File: src/rtl/mdp3_pkg.sv
// Shared types and constants for the MDP3 snapshot streaming path.
package mdp3_pkg;

  // One book level record: [87:24] price, [23:8] quantity, [7:0] num_orders.
  localparam int LEVEL_W   = 88;
  localparam int PRICE_LSB = 24;
  localparam int QTY_LSB   = 8;
  localparam int PRICE_W   = 64;
  localparam int QTY_W     = 16;
  localparam int ORD_W     = 8;

  typedef struct packed {
    logic [PRICE_W-1:0] price;
    logic [QTY_W-1:0]   quantity;
    logic [ORD_W-1:0]   num_orders;
  } book_level_t;

  // Snapshot serializer states.
  typedef enum logic [1:0] {
    S_IDLE  = 2'd0,
    S_HDR   = 2'd1,
    S_PRICE = 2'd2,
    S_QTY   = 2'd3
  } snap_state_e;

  // Bit 7 of the tag byte.
  localparam logic TAG_SIDE_BID = 1'b0;
  localparam logic TAG_SIDE_ASK = 1'b1;

endpackage

File: src/rtl/snapshot_beat_mux.sv
// Forms the current stream beat from the serializer state, the level index
// and the captured snapshot. Purely combinational.
module snapshot_beat_mux
  import mdp3_pkg::*;
#(
  parameter int NUM_LEVELS = 10,
  parameter int LEVEL_W    = mdp3_pkg::LEVEL_W,
  parameter int IDX_W      = 5
) (
  input  snap_state_e                   state,
  input  logic [IDX_W-1:0]              index,
  input  logic [31:0]                   security_id,
  input  logic [31:0]                   seq,
  input  logic [NUM_LEVELS*LEVEL_W-1:0] bid_book,
  input  logic [NUM_LEVELS*LEVEL_W-1:0] ask_book,
  output logic [63:0]                   beat,
  output logic                          sop,
  output logic                          eop
);

  // Index 0..N-1 addresses bids, N..2N-1 asks; unused slots read as zero so
  // the lookup never goes out of range.
  logic [LEVEL_W-1:0] level_table [2**IDX_W];

  genvar gi;
  for (gi = 0; gi < 2**IDX_W; gi++) begin : g_table
    if (gi < NUM_LEVELS) begin : g_bid
      assign level_table[gi] = bid_book[gi*LEVEL_W +: LEVEL_W];
    end else if (gi < 2*NUM_LEVELS) begin : g_ask
      assign level_table[gi] = ask_book[(gi-NUM_LEVELS)*LEVEL_W +: LEVEL_W];
    end else begin : g_pad
      assign level_table[gi] = '0;
    end
  end

  logic [LEVEL_W-1:0] rec;
  book_level_t        lvl;
  logic               side;
  logic [IDX_W-1:0]   lvl_idx;

  // Decode the selected record and build the beat for the current state.
  always_comb begin
    rec            = level_table[index];
    lvl.price      = rec[PRICE_LSB +: PRICE_W];
    lvl.quantity   = rec[QTY_LSB +: QTY_W];
    lvl.num_orders = rec[0 +: ORD_W];
    side           = (index >= IDX_W'(NUM_LEVELS)) ? TAG_SIDE_ASK : TAG_SIDE_BID;
    lvl_idx        = side ? (index - IDX_W'(NUM_LEVELS)) : index;
    beat           = '0;
    sop            = 1'b0;
    eop            = 1'b0;
    case (state)
      S_HDR: begin
        beat = {security_id, seq};
        sop  = 1'b1;
      end
      S_PRICE: beat = lvl.price;
      S_QTY: begin
        beat = {lvl.quantity, lvl.num_orders, side, 7'(lvl_idx), 32'h0};
        eop  = (index == IDX_W'(2*NUM_LEVELS-1));
      end
      default: ;
    endcase
  end

endmodule

File: src/rtl/book_snapshot_streamer.sv
// Captures an order book snapshot on each orderbook_ready pulse and streams
// it as one Avalon-ST packet. Snapshots arriving while busy are dropped.
module book_snapshot_streamer
  import mdp3_pkg::*;
#(
  parameter int NUM_LEVELS = 10,
  parameter int LEVEL_W    = mdp3_pkg::LEVEL_W
) (
  input  logic                          clk,
  input  logic                          reset_n,
  input  logic                          orderbook_ready,
  input  logic [31:0]                   SECURITY_ID,
  input  logic [NUM_LEVELS*LEVEL_W-1:0] bid_levels,
  input  logic [NUM_LEVELS*LEVEL_W-1:0] ask_levels,
  output logic [63:0]                   out_data,
  output logic                          out_valid,
  input  logic                          out_ready,
  output logic                          out_startofpacket,
  output logic                          out_endofpacket,
  output logic [2:0]                    out_empty,
  output logic                          busy,
  output logic [15:0]                   dropped_count,
  output logic [31:0]                   seq_num
);

  localparam int IDX_W = $clog2(2*NUM_LEVELS);

  snap_state_e                   state;
  logic [IDX_W-1:0]              index;
  logic [31:0]                   seq;
  logic [31:0]                   security_id;
  logic [NUM_LEVELS*LEVEL_W-1:0] bid_book;
  logic [NUM_LEVELS*LEVEL_W-1:0] ask_book;

  logic fire;
  logic last_beat;
  logic last_accept;
  logic capture;
  logic drop;

  // Outputs are driven straight from registered state, so data/SOP/EOP hold
  // while the sink stalls and valid never drops mid-packet.
  assign out_valid   = (state != S_IDLE);
  assign busy        = out_valid;
  assign out_empty   = 3'd0;
  assign fire        = out_valid && out_ready;
  assign last_beat   = (state == S_QTY) && (index == IDX_W'(2*NUM_LEVELS-1));
  assign last_accept = last_beat && fire;
  // A pulse in the cycle the final beat leaves is taken back-to-back.
  assign capture     = orderbook_ready && ((state == S_IDLE) || last_accept);
  assign drop        = orderbook_ready && !capture;

  // Snapshot storage; only written on an accepted capture.
  always_ff @(posedge clk) begin
    if (capture && reset_n) begin
      bid_book    <= bid_levels;
      ask_book    <= ask_levels;
      security_id <= SECURITY_ID;
    end
  end

  // Serializer FSM and sequence numbering.
  always_ff @(posedge clk) begin
    if (!reset_n) begin
      state   <= S_IDLE;
      index   <= '0;
      seq     <= 32'hFFFF_FFFF;
      seq_num <= 32'd0;
    end else if (capture) begin
      state   <= S_HDR;
      index   <= '0;
      seq     <= seq + 32'd1;
      seq_num <= seq + 32'd1;
    end else if (fire) begin
      case (state)
        S_HDR:   state <= S_PRICE;
        S_PRICE: state <= S_QTY;
        S_QTY: begin
          if (last_beat) begin
            state <= S_IDLE;
            index <= '0;
          end else begin
            state <= S_PRICE;
            index <= index + IDX_W'(1);
          end
        end
        default: state <= S_IDLE;
      endcase
    end
  end

  // Saturating count of snapshots lost to a busy serializer.
  always_ff @(posedge clk) begin
    if (!reset_n) begin
      dropped_count <= 16'd0;
    end else if (drop && (dropped_count != 16'hFFFF)) begin
      dropped_count <= dropped_count + 16'd1;
    end
  end

  snapshot_beat_mux #(
    .NUM_LEVELS (NUM_LEVELS),
    .LEVEL_W    (LEVEL_W),
    .IDX_W      (IDX_W)
  ) u_beat_mux (
    .state       (state),
    .index       (index),
    .security_id (security_id),
    .seq         (seq),
    .bid_book    (bid_book),
    .ask_book    (ask_book),
    .beat        (out_data),
    .sop         (out_startofpacket),
    .eop         (out_endofpacket)
  );

endmodule

File: config.mk
export PLATFORM = sky130hd
export DESIGN_NAME = book_snapshot_streamer
export DESIGN_NICKNAME = d
export VERILOG_FILES = /design/src/rtl/mdp3_pkg.sv /design/src/rtl/snapshot_beat_mux.sv /design/src/rtl/book_snapshot_streamer.sv
export SDC_FILE = /design/constraint.sdc
export NUM_CORES = 2
export LEC_CHECK = 0
export ABC_AREA = 1
export CAP_MARGIN = 20
export CORE_AREA = 3 3 739 741
export DETAILED_ROUTE_END_ITERATION = 16
export DIE_AREA = 0 0 742 744
export GPL_ROUTABILITY_DRIVEN = 0
export SYNTH_ARGS = -nofsm -noshare
export SYNTH_HDL_FRONTEND = slang
export SYNTH_SLANG_ARGS = --single-unit
File: constraint.sdc
create_clock -name clk -period 124.3 [get_ports clk]
set_input_delay 12.43 -clock clk [delete_from_list [all_inputs] [get_ports clk]]
set_output_delay 12.43 -clock clk [all_outputs]
set_load 0.03 [all_outputs]
# Word-level counts from Yosys, hierarchy flattened
# Cells that the tools add are included.
op_classes:
  add_sub_neg: 4
  order_cmp: 2
  n_eq_ne: 5
  n_mux: 13
  bitwise_logic: 2
  n_reduce_logical: 14
op_table:
  columns: ["op", "n"]
  rows:
  - ["binary-select mux 88 bit (select 5 bit)", 1]
  - ["case mux 64 bit (3 select lines)", 1]
  - ["two-way mux 88 bit", 2]
  - ["adder 32 x 1 -> 32 bit, second input constant", 1]
  - ["adder 16 x 1 -> 16 bit, second input constant", 1]
  - ["!= test 16 bit, second input constant", 1]
  - ["two-way mux 5 bit", 2]
  - ["logical AND 1 bit", 7]
  - [">= comparator 6 bit, second input constant", 1]
  - ["NOT 5 -> 6 bit", 1]
  - ["case mux 2 bit (3 select lines)", 1]
  - ["adder 5 x 1 -> 5 bit, second input constant", 1]
  - ["equality test 5 bit, second input constant", 1]
  - [">= comparator 5 x 4 -> 1 bit, second input constant", 1]
  - ["two-way mux 1 bit", 5]
  - ["subtractor 5 x 4 -> 5 bit, second input constant", 1]
  - ["equality test 2 bit, second input constant", 2]
  - ["nonzero test 2 bit", 2]
  - ["equality test 2 x 1 -> 1 bit, second input constant", 1]
  - ["zero test 2 bit", 1]
  - ["two-way mux 2 bit", 1]
  - ["AND reduction 2 bit", 1]
  - ["OR reduction 2 bit", 1]
  - ["zero test 1 bit", 1]
  - ["2 further kinds", 2]
word_totals:
  register_bits: 1879
  inputBits: 1796
  out_inout_bits: 119

# Depth between registers and ports, before layout
logic_depth:
  word_depth: 8
  depth_mapped: 17
  ltp_nobuf: 12

# Cells and area by module
# Synthesis repeated with hierarchy kept, for this count alone.
unflattened:
  hier_cells: 7124
  area_unflattened_um2: 77862.2
modules_own_cells:
  columns: ["mod", "n_inst", "cells_per_inst", "area_per_inst_um2", "seq_area_each_um2"]
  rows:
  - ["book_snapshot_streamer", 1, 2459, 58218.3, 55553.3]
  - ["snapshot_beat_mux", 1, 4665, 19643.8, 0.0]

# Worst setup path after synthesis
# Ideal clock, no wire load.
synth_timing:
  path_kind: "input port to flip-flop"
  start: "in reset_n"
  end: "reg ask_book[0] (enable)"
  setup_time_ns: 4.003
  arrival_time_ns: 87.299
  required_time_ns: 120.297
  path_slack_ns: 32.998
  cell_stages: 5
  cell_sequence: "clkbuf_1 -> inv_1 -> clkbuf_1 -> clkbuf_1 -> nor2_1"
synth_via:
  elab_chain_len: 1
synth_rtl:
  columns: ["element", "line_no", "text"]
  rows:
  - ["start: declaration", "book_snapshot_streamer.sv:10", "input logic reset_n,"]
  - ["logical AND 1 bit", "book_snapshot_streamer.sv:55", "if (capture && reset_n) begin"]
  - ["end signal: assignment", "book_snapshot_streamer.sv:57", "ask_book <= ask_levels;"]
  - ["end: declaration", "book_snapshot_streamer.sv:33", "logic [NUM_LEVELS*LEVEL_W-1:0] ask_book;"]
# No other way between the ends.
# A chain may end at the register's enable or synchronous reset.

# Final worst setup path
layout_timing:
  start: "reg index[0]"
  end: "out out_data[55]"
layout_via:
  elab_chain_len: 5
layout_rtl:
  columns: ["element", "line_no", "text"]
  rows:
  - ["start: declaration", "book_snapshot_streamer.sv:29", "logic [IDX_W-1:0] index;"]
  - ["start signal: assignment", "book_snapshot_streamer.sv:84", "index <= index + IDX_W'(1);"]
  - ["NOT 5 -> 6 bit (implied by the code)", "snapshot_beat_mux.sv:43", "rec = level_table[index];"]
  - ["binary-select mux 88 bit (select 5 bit)", "snapshot_beat_mux.sv:43", null]
  - ["two-way mux 88 bit (implied by the code) (2 in series)", "snapshot_beat_mux.sv:43", null]
  - ["case mux 64 bit (3 select lines)", "snapshot_beat_mux.sv:52", "case (state)"]
  - ["end: declaration", "book_snapshot_streamer.sv:15", "output logic [63:0] out_data,"]
# No other way between the ends. The select of a mux whose other input is x is not followed.

==> results.cfg <==
[outcome]
status = complete, no violations

[cts]
cts_hold_buffers = 0
path_clk_slew_ns = 0.06
htree_levels = 4
post_cts_buffers = 0
ctsLongestPathBuffers = 4
cts_sinks = 1879
cts_resized = 0
cts_root_buf = clkbuf_16
clk_latency_ns = 0.99
cts_tree = built
cts_buffers = 226

[synthesis]
synthesis.instances = 7212
synth.avg_cell_area_sq_um = 10.8
syn-cell-area_sq_um = 78100
seq_area_frac_synth = 0.711
ys_ff_latch = 1879
synth_area_leaders = edfxtp_1 (69%), nand2_1 (11%), nor2_1 (4.2%), o21ai_0 (3.1%), inv_1 (2.6%)
synth_top_area_cell = edfxtp_1
ys.warnings.count = 0
ys_types = 35
synth_top_area_share = 0.689

[die]
row_count = 270
die_y_um = 744
ioPinCount = 1915
die_x_um = 742
dieArea_sq_um = 552000
initial_core_util = 0.145
core_sq_um = 540000

[global_route]
grt_busiest_layer = met2
grt_pass1_wl_um = 594000
antenna_found_initial = 343
overflow = 0
global_route.usage.met3 = 0.0877
met1_usage = 0.208
grt_usage = 0.164
first_global_vias = 60100
use_met2 = 0.238
grt_max_degree = 175

[sta]
finalSetupTns_ns = 0
period_needed_ns = 19.99
fmax_mhz = 50.0
fin_skew_ns = 0.0839
rsz0062_at_grt = no
setup_viol = 0
hold_viol_final = 0
fin_crit_sh = 0.161
relSlewSlack = 0.187
worst_pin_slew_ns = 1.22
slew_viol_final = 0

[final_layout]
postLayoutCellArea_sq_um = 113000
multiInputGateArea_sq_um = 18500
drive_above_1_share = 0.0513
finalNetCount = 10900
area_growth_pct = 44.5
nFillCells = 58500
seqCellArea_sq_um = 55600

[placed_design]
hpwl_um = 386000
place_area_sq_um = 105000
port_buffers = 1911

[detailed_routing]
avgRoutedWirePerCell_um = 28.7
ant_nets = 0
drcViolationCount = 0
via_per_inst = 3.81
first_iter_violations = 7677
first_pass_iters = 6
vias = 63200
wirelength_um = 477000

[worst_setup_path]
critPathRequiredTime_ns = 111.87
critPathMaxFanout = 79
cp-start-kind = flop
critPathArrivalTime_ns = 7.56
worst_setup_path_end_kind = primary output
path_class = reg -> out

[power]
p_leak_nw = 41.4
power_density_nw_per_um2 = 13.9
ir_worst_vdd_mv = 0.0130

[run]
drv_cap = 0

[hold_path]
min-delay-path-class = reg -> reg
-- synth_stat cells --
cell type	number
a211oi_1	1
a21oi_1	37
a21oi_2	1
a31oi_1	1
and3_1	1
buf_1	42
buf_2	129
buf_4	32
buf_6	38
clkbuf_1	150
clkbuf_2	1
clkinv_1	2
conb_1	1
dfxtp_1	87
edfxtp_1	1792
ha_1	6
inv_1	536
inv_2	6
nand2_1	2239
nand2_2	1
nand3_1	319
nand3b_1	4
nand4_1	11
nor2_1	880
nor2_2	3
nor2_4	2
nor3_1	17
nor3_2	1
o211ai_1	7
o21ai_0	491
o21ai_1	252
o22ai_1	88
or2_2	1
xnor2_1	11
xor2_1	22
-- cell families (layout without fill, tap and decap cells) --
family / after synthesis / in the layout / synth area share
XOR/XNOR: 33 / 33 / 0.00370
buffers and inverters: 936 / 2967 / 0.0523
AO/OA/AOI/OAI: 878 / 878 / 0.0580
adder cells (fa/ha/maj): 6 / 6 / 0.000961
other: 1 / 129 / 0.0000480
AND/OR/NAND/NOR: 3479 / 3479 / 0.174
flip-flops: 1879 / 1879 / 0.711
-- through the flow --
stage	hold slack (ns)	power (mW)	setup slack [ns]	instances	util
global route	0.468	1.62	103.92	16500	0.208
detailed placement	0.441	0.901	103.63	16000	0.195
global placement	0.440	0.900	103.75	16000	0.195
CTS	0.453	1.59	104.27	16500	0.208
finish	0.450	1.56	104.31	16600	0.209
floorplan	0.477	0.889	33.00	7214	-
-- per-layer routing --
metal	up-vias	share of wire	wire length, um
met5	-	0.0027	1280
met4	194	0.037	17800
met3	774	0.14	68800
met2	3889	0.41	195000
met1	30300	0.41	193000
li1	28000	-	-
-- worst paths after layout --
kind,startpoint,end,slack (ns),depth (start not counted)
max,index[0],out_data[55],104.31,16
min,seq_num[18],seq_num[18],0.45,2
max reg2reg,state[0],ask_book[457],115.84,16
min reg2reg,seq_num[18],seq_num[18],0.45,2
-- report_power, final --
| part | switching, mW | internal, mW | total (mW) |
|---|---|---|---|
| clock network | 0.297 | 0.379 | 0.677 |
| registers | 0.0122 | 0.731 | 0.743 |
| logic | 0.0766 | 0.0674 | 0.144 |
| total | 0.386 | 1.18 | 1.56 |
-- flip-flops by register name (all words and copies together), names as in the netlist --
name           count
index              5
seq               32
dropped_count     16
seq_num           32
state              2
ask_book         880
security_id       32
bid_book         880
-- layout make-up --
cell class	instances	area share
inverters	544	0.0184
diodes	126	0.00279
clock inverters	130	0.0126
repair buffers	2020	0.178
multi-input cells	4399	0.164
flip-flops and latches	1879	0.492
well taps	7208	0.0799
clock buffers	273	0.0523
-- placed cells by master, fill, tap and decap left out, types with 2 or more instances in the layout --
cell type / instances
diode_2: 126
nand4_1: 11
dfxtp_4: 2
o21ai_0: 490
inv_2: 3
inv_1: 535
buf_4: 115
clkinv_2: 27
clkbuf_16: 228
inv_8: 8
conb_1: 3
clkbuf_4: 3
xnor2_1: 11
nor2_2: 2
buf_12: 10
clkinv_16: 7
inv_16: 3
ha_1: 6
o211ai_1: 7
clkinvlp_4: 11
o22ai_1: 88
clkinv_1: 40
nor2_1: 876
nand3_1: 319
edfxtp_1: 1792
inv_6: 14
clkdlybuf4s50_1: 1891
xor2_1: 22
o21ai_1: 253
nand3b_1: 4
nor2_4: 7
clkinv_4: 6
a21oi_1: 37
dfxtp_1: 85
bufinv_16: 19
clkbuf_8: 2
nor3_1: 17
clkbuf_1: 42
nand2_1: 2239
-- worst max-delay path, cell delays in order (launching register included) --
cell and delay [ns]:
dfxtp_4 0.45, inv_8 0.33, buf_4 0.67, buf_4 0.70, buf_4 0.60, buf_4 0.71
buf_4 0.66, nand2_1 0.12, nand3_1 0.11, nand2_1 0.07, nand2_1 0.07, nand2_1 0.05
o21ai_1 0.39, nand2_1 0.10, nand2_1 0.07, nand3_1 0.11, clkdlybuf4s50_1 0.94
Power figures use the tool's default switching activity.
